**src/rtl/perceptron_train_ctrl.sv**
```systemverilog
// Perceptron training sequencer: steps FETCH/ACC/BIAS/EVAL per sample, weight updates on error, epochs until converged or limit.
// Latency: error-free sample N_IN+3 cycles, sample with error 4*N_IN+5 cycles; done pulses one cycle in DONE.
// Backpressure: none; start is level-sensitive in IDLE/LOAD only, error is sampled only in EVAL.
module perceptron_train_ctrl #(
    parameter int N_IN    = 2,
    parameter int IDX_W   = (N_IN > 1) ? $clog2(N_IN) : 1,
    parameter int CNT_W   = 4,
    parameter int EPOCH_W = 8
) (
    input  logic               clk,
    input  logic               rst,
    input  logic               start,
    input  logic [CNT_W-1:0]   n_samples,
    input  logic [EPOCH_W-1:0] max_epochs,
    input  logic               error,
    output logic               ready,
    output logic               busy,
    output logic               done,
    output logic               converged,
    output logic               init,
    output logic               ld_data,
    output logic               acc_en,
    output logic               add_b,
    output logic [1:0]         sel_mul,
    output logic               ld_mult,
    output logic               ld_w,
    output logic               ld_b,
    output logic [IDX_W-1:0]   in_idx,
    output logic [CNT_W-1:0]   sample_idx,
    output logic [EPOCH_W-1:0] epoch_cnt
);

    typedef enum logic [3:0] {
        S_IDLE  = 4'd0,
        S_LOAD  = 4'd1,
        S_FETCH = 4'd2,
        S_ACC   = 4'd3,
        S_BIAS  = 4'd4,
        S_EVAL  = 4'd5,
        S_MUL1  = 4'd6,
        S_MUL2  = 4'd7,
        S_ADDW  = 4'd8,
        S_MULB  = 4'd9,
        S_ADDB  = 4'd10,
        S_DONE  = 4'd11
    } state_t;

    localparam logic [IDX_W-1:0] LAST_IDX = IDX_W'(N_IN - 1);

    state_t             state;
    state_t             state_nxt;

    logic [CNT_W-1:0]   n_samples_q;
    logic [EPOCH_W-1:0] max_epochs_q;
    logic               err_flag;

    logic               last_idx;
    logic               last_sample;
    logic               limit_hit;
    logic               load_exit;
    logic               sample_end;
    state_t             sample_end_nxt;

    // Status decodes shared by the next-state and counter logic.
    always_comb begin
        last_idx    = (in_idx == LAST_IDX);
        last_sample = (sample_idx == (n_samples_q - CNT_W'(1)));
        limit_hit   = (max_epochs_q != '0) &&
                      (epoch_cnt == (max_epochs_q - EPOCH_W'(1)));
        load_exit   = (state == S_LOAD) && !start;
        // A sample finishes in EVAL when correct, or in ADDB after the bias update.
        sample_end  = ((state == S_EVAL) && !error) || (state == S_ADDB);
    end

    // Where a finished sample leads: next sample, next epoch, or stop.
    always_comb begin
        sample_end_nxt = S_FETCH;
        if (last_sample) begin
            if (!err_flag) begin
                sample_end_nxt = S_DONE;
            end else if (limit_hit) begin
                sample_end_nxt = S_DONE;
            end else begin
                sample_end_nxt = S_FETCH;
            end
        end
    end

    // State register.
    always_ff @(posedge clk) begin
        if (rst) begin
            state <= S_IDLE;
        end else begin
            state <= state_nxt;
        end
    end

    // Next-state decode.
    always_comb begin
        state_nxt = state;
        unique case (state)
            S_IDLE:  if (start) state_nxt = S_LOAD;
            S_LOAD: begin
                if (!start) begin
                    // n_samples is taken live here since it is captured on this same edge.
                    state_nxt = (n_samples == '0) ? S_DONE : S_FETCH;
                end
            end
            S_FETCH: state_nxt = S_ACC;
            S_ACC:   if (last_idx) state_nxt = S_BIAS;
            S_BIAS:  state_nxt = S_EVAL;
            S_EVAL:  state_nxt = error ? S_MUL1 : sample_end_nxt;
            S_MUL1:  state_nxt = S_MUL2;
            S_MUL2:  state_nxt = S_ADDW;
            S_ADDW:  state_nxt = last_idx ? S_MULB : S_MUL1;
            S_MULB:  state_nxt = S_ADDB;
            S_ADDB:  state_nxt = sample_end_nxt;
            S_DONE:  state_nxt = S_IDLE;
            default: state_nxt = S_IDLE;
        endcase
    end

    // Moore output decode: every strobe is a pure function of the state.
    always_comb begin
        ready   = (state == S_IDLE);
        busy    = (state != S_IDLE) && (state != S_DONE);
        done    = (state == S_DONE);
        init    = (state == S_LOAD);
        ld_data = (state == S_FETCH);
        acc_en  = (state == S_ACC);
        add_b   = (state == S_BIAS);
        ld_mult = (state == S_MUL1) || (state == S_MUL2) || (state == S_MULB);
        ld_w    = (state == S_ADDW);
        ld_b    = (state == S_ADDB);
        sel_mul = 2'd0;
        if (state == S_MUL2) sel_mul = 2'd1;
        if (state == S_MULB) sel_mul = 2'd2;
    end

    // Run configuration, captured when the host releases start.
    always_ff @(posedge clk) begin
        if (rst) begin
            n_samples_q  <= '0;
            max_epochs_q <= '0;
        end else if (load_exit) begin
            n_samples_q  <= n_samples;
            max_epochs_q <= max_epochs;
        end
    end

    // Weight index: walks 0..N_IN-1 during ACC and again across the update loop.
    always_ff @(posedge clk) begin
        if (rst) begin
            in_idx <= '0;
        end else begin
            case (state)
                S_FETCH: in_idx <= '0;
                S_ACC:   if (!last_idx) in_idx <= in_idx + IDX_W'(1);
                S_EVAL:  if (error) in_idx <= '0;
                S_ADDW:  if (!last_idx) in_idx <= in_idx + IDX_W'(1);
                default: in_idx <= in_idx;
            endcase
        end
    end

    // Sample address: advances per sample, rewinds when a new epoch starts.
    always_ff @(posedge clk) begin
        if (rst) begin
            sample_idx <= '0;
        end else if (load_exit) begin
            sample_idx <= '0;
        end else if (sample_end) begin
            if (!last_sample) begin
                sample_idx <= sample_idx + CNT_W'(1);
            end else if (err_flag && !limit_hit) begin
                sample_idx <= '0;
            end
        end
    end

    // Epoch counter: counts every epoch that ended with at least one error.
    always_ff @(posedge clk) begin
        if (rst) begin
            epoch_cnt <= '0;
        end else if (load_exit) begin
            epoch_cnt <= '0;
        end else if (sample_end && last_sample && err_flag) begin
            epoch_cnt <= epoch_cnt + EPOCH_W'(1);
        end
    end

    // Epoch error flag: set by any misclassified sample, cleared at epoch start.
    always_ff @(posedge clk) begin
        if (rst) begin
            err_flag <= 1'b0;
        end else if (load_exit) begin
            err_flag <= 1'b0;
        end else if ((state == S_EVAL) && error) begin
            err_flag <= 1'b1;
        end else if (sample_end && last_sample && err_flag && !limit_hit) begin
            err_flag <= 1'b0;
        end
    end

    // Converged status: set by a clean epoch, held through DONE/IDLE until the next LOAD exit.
    always_ff @(posedge clk) begin
        if (rst) begin
            converged <= 1'b0;
        end else if (load_exit) begin
            converged <= 1'b0;
        end else if (sample_end && last_sample && !err_flag) begin
            converged <= 1'b1;
        end
    end

endmodule

```
**config.mk**
```make
export PLATFORM = sky130hd
export DESIGN_NAME = perceptron_train_ctrl
export DESIGN_NICKNAME = d
export VERILOG_FILES = /design/src/rtl/perceptron_train_ctrl.sv
export SDC_FILE = /design/constraint.sdc
export NUM_CORES = 1
export LEC_CHECK = 0
export ABC_AREA = 1
export BUFFER_PORTS_ARGS = -buffer_cell sky130_fd_sc_hd__buf_2
export CAP_MARGIN = 10
export CORE_MARGIN = 4
export CORE_UTILIZATION = 25
export CTS_CLUSTER_DIAMETER = 120
export CTS_CLUSTER_SIZE = 16
export DETAILED_ROUTE_END_ITERATION = 10
export PLACE_DENSITY = 0.5
export REMOVE_ABC_BUFFERS = 1
export SETUP_SLACK_MARGIN = 0.2
export SLEW_MARGIN = 20
export SYNTH_ARGS = -nofsm -noshare
export SYNTH_HDL_FRONTEND = slang
export SYNTH_SLANG_ARGS = --single-unit
```
**constraint.sdc**
```tcl
create_clock -name clk -period 5.35 [get_ports clk]
set_input_delay 0.2675 -clock clk [delete_from_list [all_inputs] [get_ports clk]]
set_output_delay 0.2675 -clock clk [all_outputs]
set_load 0.01 [all_outputs]
```
==> results.toml, run 1 <==
[placement]
placed_cell_area_sq_um = 2230
io_buffers = 41
dp_cells = 434
dp_hpwl_mm = 3.87
finalWeightedCongestion = 0.873
place_ws_ns = 3.17

[logic_synthesis]
synth_top_area_share_pct = 32.4
ys_ff_latch = 31
ys_seq_area_share_pct = 32.4
yosysMostFrequentCell = "nand2_1"
synth-edff-count = 0
syn_area_sq_um = 1910
yosys.area.top_type = "dfxtp_1"
synth-main-ff-cell = "dfxtp_1"
yosysWarnings = 0
synthCells = 297
avgSynthCellArea_sq_um = 6.45
synth_area_leaders = "dfxtp_1, nand2_1, inv_1"
synth.distinct_cells = 30
synth_top_cells_by_count = "nand2_1, inv_1, nor2_1"
ys_async_sr_fraction_pct = 0

[critical_path]
crit_path_end_kind = "flop"
arrival_ns = 2.30
r2r_cells = 9
cp-start-kind = "flop"
crit-reg2reg-launch = "state[0]$_SDFFE_PP0P_"
critPathMaxFanout = 24
cp-startpoint = "state[0]$_SDFFE_PP0P_"
worstPathRequired_ns = 5.51
critPathKind = "reg2reg"

[floorplanning]
std_cell_rows = 31
dieWidth_um = 95.5
io_pins = 42
core_area_sq_um = 7330
die_y_um = 95.5
start_util_pct = 26.1
dieArea_sq_um = 9120

[worst_hold_path]
holdPathStages = 2
hp-class = "in2reg"
min_from = "rst"

[finish]
drive_above_1_share_pct = 19.9
nets = 363
insertedDiodeCount = 0
design_area_sq_um = 2300
nFillCells = 832
area.growth.synth_to_final_pct = 20.4
fin_cells = 440

[clock_network]
cts_buffers = 5
postCtsHoldBufs = 0
cts_tree = "yes"
h-tree-depth = 2
ctsResizeCount = 0
clockBufferDepth = 2
clkTransAtPathRegs_ns = 0.06
clock_sinks = 31
clk_latency_ns = 0.28
post_cts_buffers = 0
cts-root-buf = "clkbuf_8"

[flow_run]
max_cap_viol_count = 0

[timing]
setup_viol = 0
worstMarginPinSlew_ns = 0.646
rsz0062_at_grt = "no"
slew_violations = 0
hold_viol_final = 0
fin_ws_ns = 3.21
period_share_pct = 40.0
skew_ns = 0.00414
tns_ns = 0
slew_headroom_pct = 56.9
max_freq_ghz = 0.467
fin_crit_ns = 2.14

[global_routing]
track_usage_pct = 11.8
antenna_found_initial = 0
grt_pass1_vias = 1908
grt_max_degree = 25
overflow = 0
grt_pass1_wl_mm = 8.42

[route]
wl_per_cell_um = 11.0
num_vias = 1867
finalWirelength_mm = 4.84
drtIter0Drc = 43
vias_per_cell = 4.24
ant_nets = 0
drt-pass1-iter-count = 4
route.detailed.drc = 0

[run_status]
outcome = "complete, no violations"

[power]
leakagePower_nw = 1.12
ir_worst_vdd_mv = 0.159
power_density_nw_per_um2 = 301
## area by class of cell
type	instances	area, sq um	area share, %
Clock buffer	6	72.6	3.15
Inverter	57	214	9.28
Multi-Input combinational cell	206	1070	46.4
Sequential cell	31	621	26.9
Tap cell	99	124	5.37
Timing Repair Buffer	41	205	8.90
## worst max-delay path, stage by stage, from the launching register on
cell and delay [ns]:
dfxtp_1 0.40, inv_2 0.06, nor2_2 0.11, inv_2 0.07, nor2_1 0.23, nand2_1 0.45
nand2_2 0.37, inv_1 0.13, o21ai_2 0.10, o22ai_1 0.08
## flip-flops by register name (all words and copies together) (netlist names)
signal,cells
in_idx,1
n_samples_q,4
state,4
sample_idx,4
converged,1
err_flag,1
max_epochs_q,8
epoch_cnt,8
## cells in the final DEF (no fill, tap or decap)
master    count
nand2_1      58
inv_1        51
nor2_1       41
buf_2        41
dfxtp_1      31
a21oi_1      23
o21ai_0      20
nand3_1      15
inv_2         6
xnor2_1       6
nor2_2        5
xor2_1        5
ha_1          5
clkbuf_8      5
nor2_4        3
nor3_1        3
nand2_2       2
nand2_4       2
or2_2         2
nand4_1       2
nand3b_1      2
nor3b_1       2
o22ai_1       2
nor3_4        1
o21ai_1       1
and3_1        1
a31oi_1       1
o21ai_2       1
o21a_1        1
a211oi_1      1
o211ai_1      1
clkbuf_1      1
## cells by family (layout without fill, tap and decap cells)
family / Yosys count / after routing / synth area share [%]
flip-flops: 31 / 31 / 32.4
AND/OR/NAND/NOR: 139 / 139 / 33.4
XOR/XNOR: 11 / 11 / 5.03
adder cells (fa/ha/maj): 5 / 5 / 3.27
AO/OA/AOI/OAI: 51 / 51 / 14.1
buffers and inverters: 60 / 104 / 11.8
## metal layers
layer,GRT usage (%),vias to the layer above,share of wire [%]
li1,-,1025,-
met1,14.0,801,47
met2,20.3,34,47
met3,4.18,7,5.3
met4,3.20,0,1.1
met5,0,-,0
## stage by stage
stage               power (mW)  hold slack (ns)  utilization [%]
floorplan                0.467            0.337                -
global placement         0.533            0.476             30.4
CTS                      0.703            0.241             31.4
detailed placement       0.532            0.475             30.4
finish                   0.694            0.245             31.4
global route             0.761            0.250             31.4
## worst paths after layout
path	slack [ns]	to
max	3.21	err_flag$_SDFFE_PP0P_
min reg2reg	0.48	n_samples_q[2]$_SDFFE_PP0P_
min	0.25	n_samples_q[3]$_SDFFE_PP0P_
max reg2reg	3.21	err_flag$_SDFFE_PP0P_
## where the power goes
part,internal [mW],switching (mW)
clock network,0.0865,0.0830
registers,0.254,0.0213
logic,0.0944,0.155
total,0.435,0.260
(Power assumes the default switching activity.)
==> run 2, diff against run 1 <==
==> constraint.sdc (replaced) <==
create_clock -name clk -period 2.2 [get_ports clk]
set_input_delay 0.11 -clock clk [delete_from_list [all_inputs] [get_ports clk]]
set_output_delay 0.11 -clock clk [all_outputs]
set_load 0.01 [all_outputs]
==> results.toml, run 2 (synthesis results as in run 1) <==
[timing]
max_freq_ghz = 0.534
setup_viol = 0
timing.hold.ws_ns = 0.0960
slew_violations = 0
fin_crit_ns = 1.87
hold_viol_final = 0
tns_ns = 0
slew_headroom_pct = 77.5
period_share_pct = 85.1
skew_ns = 0.00567
worstMarginPinSlew_ns = 0.337
rsz0062_at_grt = "yes"

[floorplanning]
core_area_sq_um = 7330
start_util_pct = 26.1
dieArea_sq_um = 9120
std_cell_rows = 31
die_y_um = 95.5
io_pins = 42
dieWidth_um = 95.5

[critical_path]
critPathMaxStageDelay_ns = 0.34
r2r_cells = 11
rrSetupSlack_ns = 0.33
critPathSlowestCell = "dfxtp_2"
cp-start-kind = "flop"
crit_chain = "inv_1 -> ha_1 -> or2_2 -> nand4_1 -> nor2_1 -> nand2_2 -> inv_1 -> nand2_1 -> nand2_2 -> o21ai_0 -> nor3b_1"
worstPathRequired_ns = 2.41
critPathMaxFanout = 5
crit_path_end_kind = "flop"
arrival_ns = 2.08
critPathKind = "reg2reg"
crit-reg2reg-launch = "n_samples_q[0]$_SDFFE_PP0P_"
r2r-end = "sample_idx[2]$_SDFFE_PP0P_"

[power]
p_int_mw = 1.11
ir_worst_vdd_mv = 0.299
swShare_pct = 37.5
combPwrFrac_pct = 35.9
leakagePower_nw = 1.14
power_density_nw_per_um2 = 747
power_frac_clock_pct = 26.1
switchingPower_mw = 0.663
seqPwrFrac_pct = 38.0

[worst_hold_path]
whs_endpoint = "n_samples_q[3]$_SDFFE_PP0P_"
hp-class = "in2reg"
holdPathStages = 2
min_from = "rst"

[clock_network]
clockBufferDepth = 2
clkTransAtPathRegs_ns = 0.07
clk_latency_ns = 0.28
postCtsHoldBufs = 0
h-tree-depth = 2
cts-root-buf = "clkbuf_8"
clock_sinks = 31
cts_buffers = 5
cts_tree = "yes"

[finish]
nets = 365
multi_input_area_sq_um = 1100
area.growth.synth_to_final_pct = 23.8
seqCellArea_sq_um = 623
drive_above_1_share_pct = 23.5
nFillCells = 837
insertedDiodeCount = 0
final_core_util_pct = 32.3
final_cell_mix = "nand2_1, inv_1, nor2_1, buf_2, dfxtp_1"
fin_cells = 443
layout_commonest_cell = "nand2_1"
largestRegisters = "epoch_cnt x8, max_epochs_q x8"

[route]
vias_per_cell = 4.26
finalWirelength_mm = 5.11
drt-pass1-iter-count = 5
ant_nets = 0
wl_per_cell_um = 11.5
route.detailed.drc = 0
num_vias = 1885
drtIter0Drc = 44

[global_routing]
antenna_found_initial = 0
overflow = 0
grt_pass1_wl_mm = 8.51
track_usage_pct = 11.9
grt_pass1_vias = 1929
grt_max_degree = 21

[flow_run]
max_cap_viol_count = 0

[placement]
finalWeightedCongestion = 0.852
dp_hpwl_mm = 3.99
io_buffers = 41
dp_cells = 435

[run_status]
outcome = "complete, no violations"
-- run 2: power by group through the flow --
stage	Clock, mW	Combinational, mW	Sequential [mW]
final	0.462	0.636	0.673
after global routing	0.504	0.746	0.682
after CTS	0.484	0.626	0.670
after detailed placement	0	0.623	0.682
after global placement	0	0.621	0.684
after floorplan	0	0.469	0.668
-- run 2: layer usage --
metal / vias to the layer above / GRT usage (%) / part of all wire (%)
li1: 1018 / - / -
met3: 6 / 3.08 / 4.4
met4: 0 / 4.03 / 1.0
met5: - / 0 / 0
met1: 824 / 14.4 / 46
met2: 37 / 20.3 / 48
-- run 2: how the worst max path moves through the flow --
stage | startpoint | end | slack (ns) | cells after the start
floorplan | state[0]$_SDFFE_PP0P_ | err_flag$_SDFFE_PP0P_ | 0.31 | 9
global placement | max_epochs_q[0]$_SDFFE_PP0P_ | sample_idx[2]$_SDFFE_PP0P_ | 0.27 | 15
detailed placement | max_epochs_q[0]$_SDFFE_PP0P_ | sample_idx[2]$_SDFFE_PP0P_ | 0.19 | 15
CTS | max_epochs_q[0]$_SDFFE_PP0P_ | sample_idx[2]$_SDFFE_PP0P_ | 0.23 | 15
global route | max_epochs_q[0]$_SDFFE_PP0P_ | sample_idx[3]$_SDFFE_PP0P_ | 0.1 | 15
finish | n_samples_q[0]$_SDFFE_PP0P_ | sample_idx[2]$_SDFFE_PP0P_ | 0.33 | 11
-- run 2: critical path, delay by kind of cell (launching register included) --
| family | cells | cell delay [ns] |
|---|---|---|
| compound gates | 1 | 0.14 |
| buf+inv | 2 | 0.14 |
| simple gates | 7 | 0.88 |
| flops | 1 | 0.34 |
| fa+ha+maj | 1 | 0.30 |
-- run 2: timing repair --
item / in CTS / in global routing
hold endpoints to repair: 0 / 0
endpoints found under the setup margin: 2 / 9
gates cloned: 0 / 0
gates resized for setup: 1 / 11
buffers inserted: 0 / 1
pin swaps: 0 / 1
-- run 2: per-stage QoR --
| step | setup WS (ns) | total power, mW | instance area (sq um) |
|---|---|---|---|
| finish | 0.328 | 1.77 | 2370 |
| detailed placement | 0.191 | 1.30 | 2240 |
| CTS | 0.228 | 1.78 | 2330 |
| global route | 0.0986 | 1.93 | 2370 |
| global placement | 0.268 | 1.30 | 2240 |
| floorplan | 0.307 | 1.14 | 1900 |
-- run 2: final cells by class --
class	instances	area share (%)
Multi-Input combinational cell	206	46.4
Sequential cell	31	26.3
Timing Repair Buffer	43	9.29
Inverter	57	9.13
Tap cell	99	5.23
Clock buffer	6	3.48
Clock inverter	1	0.211
==> run 3, diff against run 2 <==
--- a/config.mk
+++ b/config.mk
@@ -13,6 +13,7 @@
 export CTS_CLUSTER_DIAMETER = 120
 export CTS_CLUSTER_SIZE = 16
 export DETAILED_ROUTE_END_ITERATION = 10
+export GPL_TIMING_DRIVEN = 0
 export PLACE_DENSITY = 0.5
 export REMOVE_ABC_BUFFERS = 1
 export SETUP_SLACK_MARGIN = 0.2
==> results.toml, run 3 (synthesis results as in run 1) <==
[global_routing]
overflow = 0
grt_pass1_vias = 1799
track_usage_pct = 11.2
grt_max_degree = 25
grt_pass1_wl_mm = 8.02
antenna_found_initial = 0

[placement]
finalWeightedCongestion = 0.826
place_ws_ns = -0.0713
io_buffers = 41
dp_hpwl_mm = 3.80
placed_cell_area_sq_um = 2230

[clock_network]
cts_buffers = 5
clock_sinks = 31
clkTransAtPathRegs_ns = 0.06
clk_latency_ns = 0.28
h-tree-depth = 2
postCtsHoldBufs = 0
cts-root-buf = "clkbuf_8"
cts_tree = "yes"
clockBufferDepth = 2

[critical_path]
crit_path_end_kind = "flop"
cp-start-kind = "flop"
arrival_ns = 2.05
critPathMaxFanout = 6
worstPathRequired_ns = 2.36
critPathKind = "reg2reg"

[timing]
skew_ns = 0.00316
worstMarginPinSlew_ns = 0.313
setup_viol = 0
slew_headroom_pct = 79.1
fin_crit_ns = 1.88
period_share_pct = 85.5
hold_viol_final = 0
slew_violations = 0
max_freq_ghz = 0.531
fin_ws_ns = 0.318
rsz0062_at_grt = "yes"

[power]
seqPwrFrac_pct = 39.0
combPwrFrac_pct = 37.4
power_frac_clock_pct = 23.6
p_int_mw = 1.08
ir_worst_vdd_mv = 0.306
switchingPower_mw = 0.651
leakagePower_nw = 1.14
power_mw = 1.73
swShare_pct = 37.5
power_density_nw_per_um2 = 727

[finish]
area.growth.synth_to_final_pct = 24.6
drive_above_1_share_pct = 25.4
insertedDiodeCount = 0
layout_commonest_cell = "nand2_1"
final_core_util_pct = 32.5
design_area_sq_um = 2390
largestRegisters = "epoch_cnt x8, max_epochs_q x8"
nets = 365
final_cell_mix = "nand2_1, inv_1, buf_2"

[route]
drtIter0Drc = 40
wl_met3_um = 284
finalWirelength_mm = 4.85
route.detailed.drc = 0
routed.top_layer = "met4"
num_vias = 1908
ant_nets = 0
wl_per_cell_um = 11.0
wl_met1_mm = 2.18
drt-pass1-iter-count = 4
vias_per_cell = 4.32
wl_met2_mm = 2.32

[worst_hold_path]
hp-class = "in2reg"

[floorplanning]
std_cell_rows = 31
core_area_sq_um = 7330
die_y_um = 95.5
dieWidth_um = 95.5
start_util_pct = 26.1
dieArea_sq_um = 9120
io_pins = 42

[flow_run]
max_cap_viol_count = 0

[run_status]
outcome = "complete, no violations"
-- run 3: what timing repair did --
item / in CTS / in global routing
setup buffers: 1 / 1
pin swaps: 0 / 10
resized for setup: 4 / 20
setup endpoints to repair: 8 / 10
endpoints found under the hold margin: 0 / 0
-- run 3: final cells by class --
class	count	area, sq um
Inverter	57	221
Fill cell	824	4940
Multi-Input combinational cell	206	1120
Tap cell	99	124
Timing Repair Buffer	43	220
Sequential cell	31	627
Clock buffer	6	72.6
-- run 3: power by group through the flow --
stage / clock network (mW) / logic [mW] / registers, mW
final: 0.410 / 0.648 / 0.676
after global routing: 0.458 / 0.760 / 0.683
after CTS: 0.425 / 0.621 / 0.668
after detailed placement: 0 / 0.611 / 0.681
after global placement: 0 / 0.608 / 0.682
after floorplan: 0 / 0.469 / 0.668
-- run 3: worst paths after layout --
check,startpoint,to,slack (ns),depth (start not counted)
hold / removal,rst,state[3]$_SDFFE_PP0P_,0.1,2
setup reg to reg,max_epochs_q[0]$_SDFFE_PP0P_,sample_idx[3]$_SDFFE_PP0P_,0.32,15
setup / recovery,max_epochs_q[0]$_SDFFE_PP0P_,sample_idx[3]$_SDFFE_PP0P_,0.32,15
hold reg to reg,n_samples_q[2]$_SDFFE_PP0P_,n_samples_q[2]$_SDFFE_PP0P_,0.48,2
-- run 3: worst max-delay path: stages (launching register included) --
cell     delay [ns]
dfxtp_4        0.36
inv_6          0.08
ha_4           0.20
nand2_2        0.06
inv_2          0.03
nor2_1         0.09
nand2_1        0.06
nor2_1         0.10
nand2_1        0.06
nor2_1         0.09
nand3_1        0.10
nand2_2        0.13
nand2_2        0.07
nand2_2        0.10
o21ai_0        0.08
nor3b_2        0.15
-- run 3: layer usage --
layer | GRT usage [%] | vias to the layer above
met1 | 13.4 | 844
met2 | 19.0 | 38
met4 | 4.03 | 0
met3 | 3.55 | 7
li1 | - | 1019
met5 | 0 | -
-- run 3: through the flow --
stage	hold WS (ns)	TNS, ns	instances
floorplan	0.179	0	294
detailed placement	0.382	-0.203	434
CTS	0.0894	0	441
global route	0.109	0	442
finish	0.0964	0	442
global placement	0.385	-0.164	434
